$ cat src/rtl/fifo_flex.sv
// fifo_flex: single-clock FIFO with arbitrary (non power-of-two) depth,
// programmable almost-full/almost-empty thresholds, an occupancy count,
// a synchronous flush and sticky overflow/underflow flags.
// Optional feature macro: FIFO_FLEX_PARITY_EN stores an even-parity bit per
// word and raises a sticky parity_err when a popped word fails its check.
module fifo_flex #(
  parameter int WIDTH     = 32,
  parameter int DEPTH     = 3,
  parameter int AF_THRESH = DEPTH - 1,
  parameter int AE_THRESH = 1
) (
  input  logic                       clk,
  input  logic                       reset,
  input  logic                       flush,
  input  logic                       w_valid,
  input  logic [WIDTH-1:0]           data_in,
  input  logic                       r_ready,
  output logic [WIDTH-1:0]           data_out,
  output logic                       fifo_full,
  output logic                       fifo_empty,
  output logic                       pre_full,
  output logic                       pre_empty,
  output logic [$clog2(DEPTH+1)-1:0] count,
  output logic                       overflow,
  output logic                       underflow,
  output logic                       parity_err
);

  localparam int CW = $clog2(DEPTH + 1);
  localparam int PW = $clog2(DEPTH);
`ifdef FIFO_FLEX_PARITY_EN
  localparam int SW = WIDTH + 1;
`else
  localparam int SW = WIDTH;
`endif

  localparam logic [PW-1:0] LAST_PTR = PW'(DEPTH - 1);
  localparam logic [CW-1:0] FULL_CNT = CW'(DEPTH);
  localparam logic [CW-1:0] AF_CNT   = CW'(AF_THRESH);
  localparam logic [CW-1:0] AE_CNT   = CW'(AE_THRESH);

  logic [DEPTH-1:0][SW-1:0] mem_q;
  logic [PW-1:0]            rptr_q, rptr_d;
  logic [PW-1:0]            wptr_q, wptr_d;
  logic [CW-1:0]            cnt_q, cnt_d;
  logic                     ovf_q, ovf_d;
  logic                     unf_q, unf_d;
  logic                     primed_q, primed_d;
  logic                     wr_acc, rd_acc;
  logic [SW-1:0]            head;
  logic [SW-1:0]            store_word;

  // Flags decode straight from the registered count, so they only move after an edge or reset.
  assign fifo_full  = (cnt_q == FULL_CNT);
  assign fifo_empty = (cnt_q == '0);
  assign pre_full   = (cnt_q >= AF_CNT);
  assign pre_empty  = (cnt_q <= AE_CNT);
  assign count      = cnt_q;
  assign overflow   = ovf_q;
  assign underflow  = unf_q;

  // Flush wins over any transfer in the same cycle, so neither side is accepted then.
  assign wr_acc = w_valid & ~fifo_full & ~flush;
  assign rd_acc = r_ready & ~fifo_empty & ~flush;

  // Show-ahead head word; the memory is never cleared, so data_out is held at
  // zero until the first accepted write after reset.
  assign head     = mem_q[rptr_q];
  assign data_out = primed_q ? head[WIDTH-1:0] : '0;

`ifdef FIFO_FLEX_PARITY_EN
  logic perr_q;
  logic par_bad;

  assign store_word = {^data_in, data_in};
  assign par_bad    = (^head[WIDTH-1:0]) != head[WIDTH];
  assign parity_err = perr_q;

  // Sticky parity error: set when a popped word fails its check, cleared only by flush or reset.
  always_ff @(posedge clk or negedge reset) begin
    if (!reset) begin
      perr_q <= 1'b0;
    end else if (flush) begin
      perr_q <= 1'b0;
    end else if (rd_acc && par_bad) begin
      perr_q <= 1'b1;
    end
  end
`else
  assign store_word = data_in;
  assign parity_err = 1'b0;
`endif

  // Storage array has no reset; only the pointers define what is valid.
  always_ff @(posedge clk) begin
    if (wr_acc) begin
      mem_q[wptr_q] <= store_word;
    end
  end

  // Next-state for pointers, occupancy and sticky flags; pointers wrap at DEPTH-1.
  always_comb begin
    rptr_d   = rptr_q;
    wptr_d   = wptr_q;
    cnt_d    = cnt_q;
    ovf_d    = ovf_q;
    unf_d    = unf_q;
    primed_d = primed_q;
    if (flush) begin
      rptr_d = '0;
      wptr_d = '0;
      cnt_d  = '0;
      ovf_d  = 1'b0;
      unf_d  = 1'b0;
    end else begin
      if (w_valid && fifo_full) begin
        ovf_d = 1'b1;
      end
      if (r_ready && fifo_empty) begin
        unf_d = 1'b1;
      end
      if (wr_acc) begin
        wptr_d   = (wptr_q == LAST_PTR) ? '0 : wptr_q + 1'b1;
        primed_d = 1'b1;
      end
      if (rd_acc) begin
        rptr_d = (rptr_q == LAST_PTR) ? '0 : rptr_q + 1'b1;
      end
      if (wr_acc && !rd_acc) begin
        cnt_d = cnt_q + 1'b1;
      end else if (rd_acc && !wr_acc) begin
        cnt_d = cnt_q - 1'b1;
      end
    end
  end

  // Control state registers; reset discards all contents immediately.
  always_ff @(posedge clk or negedge reset) begin
    if (!reset) begin
      rptr_q   <= '0;
      wptr_q   <= '0;
      cnt_q    <= '0;
      ovf_q    <= 1'b0;
      unf_q    <= 1'b0;
      primed_q <= 1'b0;
    end else begin
      rptr_q   <= rptr_d;
      wptr_q   <= wptr_d;
      cnt_q    <= cnt_d;
      ovf_q    <= ovf_d;
      unf_q    <= unf_d;
      primed_q <= primed_d;
    end
  end

endmodule
$ cat config.mk
export PLATFORM = sky130hd
export DESIGN_NAME = fifo_flex
export DESIGN_NICKNAME = d
export VERILOG_FILES = /design/src/rtl/fifo_flex.sv
export SDC_FILE = /design/constraint.sdc
export NUM_CORES = 1
export LEC_CHECK = 0
export ABC_AREA = 1
export ABC_CLOCK_PERIOD_IN_PS = 4100
export BUFFER_PORTS_ARGS = -buffer_cell sky130_fd_sc_hd__clkbuf_2
export CORE_MARGIN = 1
export CORE_UTILIZATION = 55
export DETAILED_ROUTE_END_ITERATION = 7
export PLACE_DENSITY = 0.81
export REMOVE_ABC_BUFFERS = 1
export SYNTH_ARGS = -nofsm -noshare
export SYNTH_HDL_FRONTEND = slang
export SYNTH_SLANG_ARGS = --single-unit
$ cat constraint.sdc
create_clock -name clk -period 4.1 [get_ports clk]
set_input_delay 1.025 -clock clk [delete_from_list [all_inputs] [get_ports clk]]
set_output_delay 1.025 -clock clk [all_outputs]
set_load 0.02 [all_outputs]
Yosys cells after proc, flatten, opt, wreduce, memory -nomap -nowiden
Cells that the tools add are included.
{ "op_classes": {"n_addsub": 4, "n_lt_le_gt_ge": 5, "eq_ne": 3, "n_mux": 19, "bitwise": 7, "reduce_logical": 14} }
{ "op_table": {"columns": ["op", "n"], "rows": [
  ["bitwise mux 96 bit", 1],
  ["two-way mux 32 bit", 3],
  ["binary-select mux 32 bit (select 2 bit)", 1],
  ["demux 32 bit (select 2 bit)", 1],
  ["two-way mux 2 bit", 9],
  ["nonzero test 2 bit", 4],
  ["adder 2 x 1 -> 2 bit (second input constant)", 3],
  ["equality test 2 bit (second input constant)", 3],
  ["< comparator 2 x 3 -> 1 bit (second input constant)", 2],
  ["logical AND 1 bit", 5],
  ["AND 1 bit", 4],
  ["two-way mux 1 bit", 4],
  ["inverter 1 bit", 3],
  ["nonzero test 3 bit", 1],
  ["greater-or-equal comparator 2 x 1 -> 1 bit (second input constant)", 1],
  ["greater-or-equal comparator 2 bit (second input constant)", 1],
  ["less-or-equal comparator 2 x 1 -> 1 bit (second input constant)", 1],
  ["logical NOT 1 bit", 2],
  ["logical NOT 2 bit", 1],
  ["AND reduction 2 bit", 1],
  ["subtractor 2 x 1 -> 2 bit (second input constant)", 1]
]} }
{ "totals": {"ff_bits": 105, "inputBits": 37, "out_inout_bits": 41, "wordCells": 61} }

Longest topological paths before layout
Gate-level depths: netlist (run 1).
{ "logic_depth": {"ltp_word": 9, "ltp_mapped": 10, "mapped_depth_nobuf": 10} }

Worst setup path after synthesis (run 1)
No wires, ideal clock.
{ "synth_path": {"path_kind": "input -> register", "from": "input port flush", "to": "register mem_q[64] in the netlist's numbering, enable pin", "setup_ns": 0.461, "t_arrival_ns": 3.582, "required_time_ns": 3.639, "slack_ns": 0.057, "cell_stages": 3, "path_buffers": 0, "cell_sequence": "inv_1 -> nand3b_1 -> nor3_1"} }
{ "synth_via": {"elab_chain_cells": 2} }
{ "synth_lines": {"columns": ["element", "line_no", "source"], "rows": [
  ["start, declared", "14", "input logic flush,"],
  ["inverter 1 bit (no source line)", null, null],
  ["AND 1 bit", "63", "assign wr_acc = w_valid & ~fifo_full & ~flush;"],
  ["end signal, assigned by index", "97", "mem_q[wptr_q] <= store_word;"],
  ["end, declared", "42", "logic [DEPTH-1:0][SW-1:0] mem_q;"]
]} }
Every way passes these cells.
A chain may end at the register's enable or synchronous reset.

Worst setup path after layout (run 1)
{ "layout_path": {"from": "register rptr_q[1]", "to": "output port data_out[8]"} }
{ "layout_via": {"elab_chain_cells": 3} }
{ "layout_lines": {"columns": ["element", "line_no", "source"], "rows": [
  ["start, declared", "43", "logic [PW-1:0] rptr_q, rptr_d;"],
  ["start signal, assigned", "147", "rptr_q <= rptr_d;"],
  ["binary-select mux 32 bit (select 2 bit)", "68", "assign head = mem_q[rptr_q];"],
  ["two-way mux 32 bit (not written as such)", "68", null],
  ["two-way mux 32 bit", "69", "assign data_out = primed_q ? head[WIDTH-1:0] : '0;"],
  ["end, declared", "18", "output logic [WIDTH-1:0] data_out,"]
]} }
Every way passes these cells. The select of a mux whose other input is x is not followed.

==> results.yml, run 1 <==
cells_and_area:
  layout-drive-gt1-share: 0.233
  fillers: 566
  mostFrequentLayoutCell: "nand2_1"
  area_growth_pct: 15.7
  final_cell_mix: "143 x nand2_1, 96 x edfxtp_1, 76 x clkbuf_2"
  final_core_util: 0.667
  fin_nets: 487
  finalInstanceArea_um2: 4890
  antenna_cells: 0
synth:
  synth.largest_area_cell: "edfxtp_1"
  netlist.area_leader.share: 0.683
  synth_area_leaders: "edfxtp_1 68%, nand2_1 13%, dfrtp_1 5.3%"
  ys.warnings.count: 0
  ys_seq_area_frac: 0.736
  ys_types: 20
  syn_inst: 368
  synth_area_um2: 4220
  ys_ff_latch: 105
  syn_area_per_cell_um2: 11.5
detailed_routing:
  drtIter0Drc: 194
  wl_per_cell_um: 14.3
  ant_nets: 0
  vias_per_cell: 5.03
  num_vias: 2769
  first_pass_iters: 4
  drc: 0
  routed_wl_um: 7890
floorplan:
  core_area_um2: 7330
  start_util: 0.576
  die_area_um2: 8030
  rows: 31
  ios: 78
  die_h_um: 89.6
  die_w_um: 89.6
outcome:
  status: "finished clean"
placed_design:
  hpwlAfterDp_um: 5050
  place_area_um2: 4720
  place_ws_ns: 1.16
  io_buffers: 76
  routabilityCongestion: 0.736
power_and_ir_drop:
  p_per_area_nw_per_um2: 548
  leakage_nw: 2.16
  ir_drop_mv: 0.250
sta:
  max_freq_mhz: 312
  timing.hold.ws_ns: 0.501
  period_needed_ns: 3.21
  finalHoldViolations: 0
  postLayoutSetupSlackWorst_ns: 0.893
  relSlewSlack: 0.230
  finalSetupTns_ns: 0
  grt_setup_unrepaired: "false"
  setup_viol: 0
  fin_crit_sh: 0.782
  worst_pin_slew_ns: 1.16
  slew_violations: 0
  fin_worst_skew_ns: 0.0121
clock_tree:
  hold_buffers: 0
  cts.path.max_buffers: 2
  ctsResizeCount: 0
  root_buffer: "clkbuf_8"
  htree_levels: 3
  cts_setup_buffers: 0
  cts_tree: "built"
  clkLatencyLatePin_ns: 0.36
  clock-sinks: 105
  path_clk_slew_ns: 0.10
  cts-buffers-inserted: 9
setup_path:
  path_cells: "inv_1 -> nor2_2 -> buf_4 -> nand2_1 -> nand3_1 -> nand2_1 -> inv_1 -> clkbuf_2"
  worstPathRequired_ns: 3.07
  cp_slowest_cell: "nor2_2"
  path_class: "reg2out"
  startpoint_type: "register"
  critPathArrivalTime_ns: 2.18
  worstPathMaxFanout: 19
  slowest_delay_ns: 0.48
  cp-end-kind: "primary output"
global_route:
  grt_overflow: 0
  track_usage: 0.208
  grt_pass1_wl_um: 12000
  grt_pass1_vias: 2616
  antenna_found_initial: 0
  grt_max_degree: 34
job:
  max_cap_violations: 0
min_path:
  hold_class: "in2async"
flip-flops by register name, indices dropped and copies added, names as in the netlist:
signal / cells
wptr_q: 2
underflow: 1
overflow: 1
rptr_q: 2
primed_q: 1
mem_q: 96
count: 2
layer usage:
metal,global-route usage,vias up,part of all wire,wire length [um]
met5,0,-,0,0
met4,0.0794,0,0.015,122
met3,0.0503,9,0.041,322
met2,0.360,75,0.50,3930
met1,0.256,1328,0.45,3510
li1,-,1357,-,-
kinds of logic (layout without fill, tap and decap cells):
group / Yosys count / in the layout / synth area share
AND/OR/NAND/NOR: 191 / 191 / 0.185
AO/OA/AOI/OAI: 8 / 8 / 0.0101
flip-flops: 105 / 105 / 0.736
other: 1 / 1 / 0.000888
adder cells (fa/ha/maj): 4 / 4 / 0.0119
buffers and inverters: 59 / 142 / 0.0563
cell usage after synthesis (all sizes together):
master,instances
a21oi,3
buf,11
clkbuf,3
conb,1
dfrtp,9
edfxtp,96
ha,4
inv,45
nand2,143
nand3,35
nand3b,1
nand4,1
nor2,8
nor3,1
o21ai,3
o22ai,2
or2,2
report_power, final:
part	switching [mW]	internal, mW
combinational	0.578	0.262
sequential	0.0311	1.25
clock	0.342	0.218
total	0.951	1.73
area by class of cell:
| cell class | instances | area (um^2) | area share |
|---|---|---|---|
| Sequential cell | 105 | 3110 | 0.636 |
| Multi-Input combinational cell | 204 | 897 | 0.184 |
| Timing Repair Buffer | 81 | 418 | 0.0855 |
| Inverter | 45 | 169 | 0.0346 |
| Clock buffer | 9 | 124 | 0.0253 |
| Tap cell | 99 | 124 | 0.0253 |
| Clock inverter | 7 | 47.5 | 0.00973 |
metrics by stage:
step / std cells / power (mW)
2_1_floorplan: 354 / 1.86
3_3_place_gp: 534 / 2.13
3_5_place_dp: 534 / 2.15
4_1_cts: 550 / 2.69
5_1_grt: 550 / 2.84
6_report: 550 / 2.68
worst paths after layout:
check / slack [ns] / depth (start not counted) / from / to
min: 0.50 / 1 / reset / rptr_q[1]$_DFFE_PN0P_
max in group asynchronous: 3.40 / 1 / reset / rptr_q[0]$_DFFE_PN0P_
min in group clk: 0.52 / 2 / underflow$_DFFE_PN0P_ / underflow$_DFFE_PN0P_
max: 0.89 / 8 / rptr_q[1]$_DFFE_PN0P_ / data_out[8]
max reg2reg: 1.72 / 3 / count[0]$_DFFE_PN0P_ / mem_q[24]$_DFFE_PP_
min reg2reg: 0.52 / 2 / underflow$_DFFE_PN0P_ / underflow$_DFFE_PN0P_
worst max-delay path: cells and delay by family (launching register included):
| family | cells | cell delay [ns] |
|---|---|---|
| buf+inv | 4 | 0.69 |
| simple gates | 4 | 0.73 |
| flops | 1 | 0.40 |
Power figures use the tool's default switching activity.
==> inputs of run 2 (changes only) <==
- ABC_AREA: 1 -> 0
- ABC_CLOCK_PERIOD_IN_PS: 4100 -> 2800
- CORE_UTILIZATION: 55 -> 50
- PLACE_DENSITY: 0.81 -> 0.77
- clock period: 4.1 -> 2.8 ns (I/O delays scaled with it)
==> results.yml, run 2 <==
cells_and_area:
  layout-drive-gt1-share: 0.319
  final_cell_mix: "96 x edfxtp_1, 76 x clkbuf_2, 36 x nand2_1"
  area_growth_pct: 15.9
  largest_register: "mem_q"
  antenna_cells: 0
  largest_register_ff_count: 96
  fin_nets: 415
  finalInstanceArea_um2: 5150
  mostFrequentLayoutCell: "edfxtp_1"
synth:
  ys.warnings.count: 0
  synth_area_um2: 4440
  syn_area_per_cell_um2: 15.3
  synth_most_common_cell: "edfxtp_1"
  ys_seq_area_frac: 0.700
  synth_edf_count: 96
  synth_common_cells: "96 x edfxtp_1, 36 x nand2_1, 34 x mux2i_1"
  ys_types: 28
  synth_area_leaders: "edfxtp_1 65%, mux2i_1 7.7%, dfrtp_1 5.1%"
  syn_inst: 291
  ys_ff_latch: 105
  netlist.area_leader.share: 0.649
  synth_top_flop_cell: "edfxtp_1"
  async_flop_share: 0.0857
  synth.largest_area_cell: "edfxtp_1"
setup_path:
  worstPathMaxFanout: 23
  path_buf_inv: 2
  cp_slowest_cell: "dfrtp_1"
  slowest_delay_ns: 0.56
  regToRegStartpoint: "count[1]$_DFFE_PN0P_"
  path_class: "reg2out"
  path_cells: "nor2b_4 -> buf_12 -> nand2_1 -> a21boi_1 -> clkbuf_2"
  startpoint_type: "register"
  reg2reg_to: "mem_q[49]$_DFFE_PP_"
  ff2ff_path_depth: 5
  critPathArrivalTime_ns: 1.99
  cp-startpoint: "rptr_q[1]$_DFFE_PN0P_"
  cp-end-kind: "primary output"
  ff2ff_setup_slack_ns: 0.72
  worstPathRequired_ns: 2.10
  cp_top_family: "flip-flops"
power_and_ir_drop:
  p_sw_frac: 0.279
  p_per_area_nw_per_um2: 682
  p_seq_frac: 0.525
  switchingPower_mw: 0.978
  p_total_mw: 3.51
  internal-power_mw: 2.53
  power_frac_clock: 0.260
  ir_drop_mv: 0.418
  combPwrFrac: 0.215
  leakage_nw: 1.89
sta:
  setup_viol: 0
  period_needed_ns: 2.69
  finalSetupTns_ns: 0
  max_freq_mhz: 372
  timing.hold.ws_ns: 0.178
  relSlewSlack: 0.491
  slew_violations: 0
  fin_crit_sh: 0.961
  fin_worst_skew_ns: 0.0109
  grt_setup_unrepaired: "false"
  worst_pin_slew_ns: 0.763
  postLayoutSetupSlackWorst_ns: 0.110
  finalHoldViolations: 0
clock_tree:
  path_clk_slew_ns: 0.09
  clock-sinks: 105
  hold_buffers: 0
  htree_levels: 3
  cts-buffers-inserted: 9
  clkLatencyLatePin_ns: 0.36
  root_buffer: "clkbuf_8"
  cts.path.max_buffers: 2
  cts_tree: "built"
floorplan:
  die_w_um: 96.2
  die_h_um: 96.2
  rows: 34
  die_area_um2: 9260
  start_util: 0.512
  core_area_um2: 8680
  ios: 78
global_route:
  grt_pass1_wl_um: 12100
  grt_pass1_vias: 2427
  track_usage: 0.182
  antenna_found_initial: 0
  grt_max_degree: 33
  grt_overflow: 0
placed_design:
  hpwlAfterDp_um: 5120
  io_buffers: 76
  routabilityCongestion: 0.714
  place_area_um2: 4960
  place_ws_ns: 0.428
detailed_routing:
  num_vias: 2496
  vias_per_cell: 5.13
  first_pass_iters: 4
  wl_per_cell_um: 15.9
  drtIter0Drc: 202
  routed_wl_um: 7740
  ant_nets: 0
  drc: 0
job:
  max_cap_violations: 0
outcome:
  status: "finished clean"
min_path:
  hold_class: "in2async"
## run 2: changes by cell type after synthesis, moves of 6 or more
cell,before,now
buf_2,10,0
a21boi_2,0,9
nand2_1,143,36
or2_0,0,18
mux2i_1,0,34
inv_1,44,2
nand3_1,35,0
nand2b_1,0,6
a21boi_1,0,21
or2_1,0,9
## run 2: power by group through the flow
stage / combinational, mW / sequential, mW / clock, mW
2_1_floorplan: 0.465 / 1.91 / 0
3_3_place_gp: 0.754 / 1.87 / 0
6_report: 0.755 / 1.84 / 0.913
5_1_grt: 0.827 / 1.85 / 0.982
4_1_cts: 0.767 / 1.84 / 0.925
3_5_place_dp: 0.763 / 1.88 / 0
## run 2: worst reg2reg max path: stages (launching register included)
cell      delay [ns]
dfrtp_1         0.47
ha_1            0.27
nor2b_1         0.24
nand2b_1        0.21
nor3b_2         0.27
buf_4           0.31
## run 2: cell families after synthesis
kind of cell    Yosys count  synth area share
xor+xnor                  1           0.00197
fa+ha+maj                 4            0.0113
buf+inv                  18            0.0330
simple gates             88             0.104
other cells               1          0.000844
compound gates           40            0.0727
flops                   105             0.700
mux                      34            0.0766
## run 2: worst max-delay path by stage
stage	end	slack [ns]	cells after the start
floorplan	mem_q[64]$_DFFE_PP_	-1.31	4
global placement	data_out[25]	0.47	5
detailed placement	data_out[4]	0.43	5
CTS	data_out[4]	0.02	5
global route	data_out[5]	0.004	5
finish	data_out[29]	0.11	5
## run 2: stage by stage
step	std cells	utilization
floorplan	275	-
global placement	471	0.571
detailed placement	471	0.571
CTS	487	0.593
global route	487	0.593
finish	487	0.593
## run 2: layout make-up
| cell class | count | area (um^2) |
|---|---|---|
| fillers | 691 | 3530 |
| clock inverters | 3 | 41.3 |
| multi-input cells | 168 | 1210 |
| clock buffers | 13 | 149 |
| well taps | 108 | 135 |
| repair buffers | 88 | 495 |
| inverters | 2 | 7.51 |
| flip-flops and latches | 105 | 3110 |
## run 2: routing by layer
metal / global-route usage / vias to the layer above / part of all wire
li1: - / 1210 / -
met1: 0.245 / 1204 / 0.45
met2: 0.293 / 75 / 0.48
met3: 0.0348 / 7 / 0.062
met4: 0.0697 / 0 / 0.0084
met5: 0 / - / 0
## run 2: what timing repair did
action | CTS | global route
gates resized for setup | 0 | 1
hold endpoints to repair | 0 | 0
endpoints found under the setup margin | 0 | 4
buffers inserted | 0 | 0
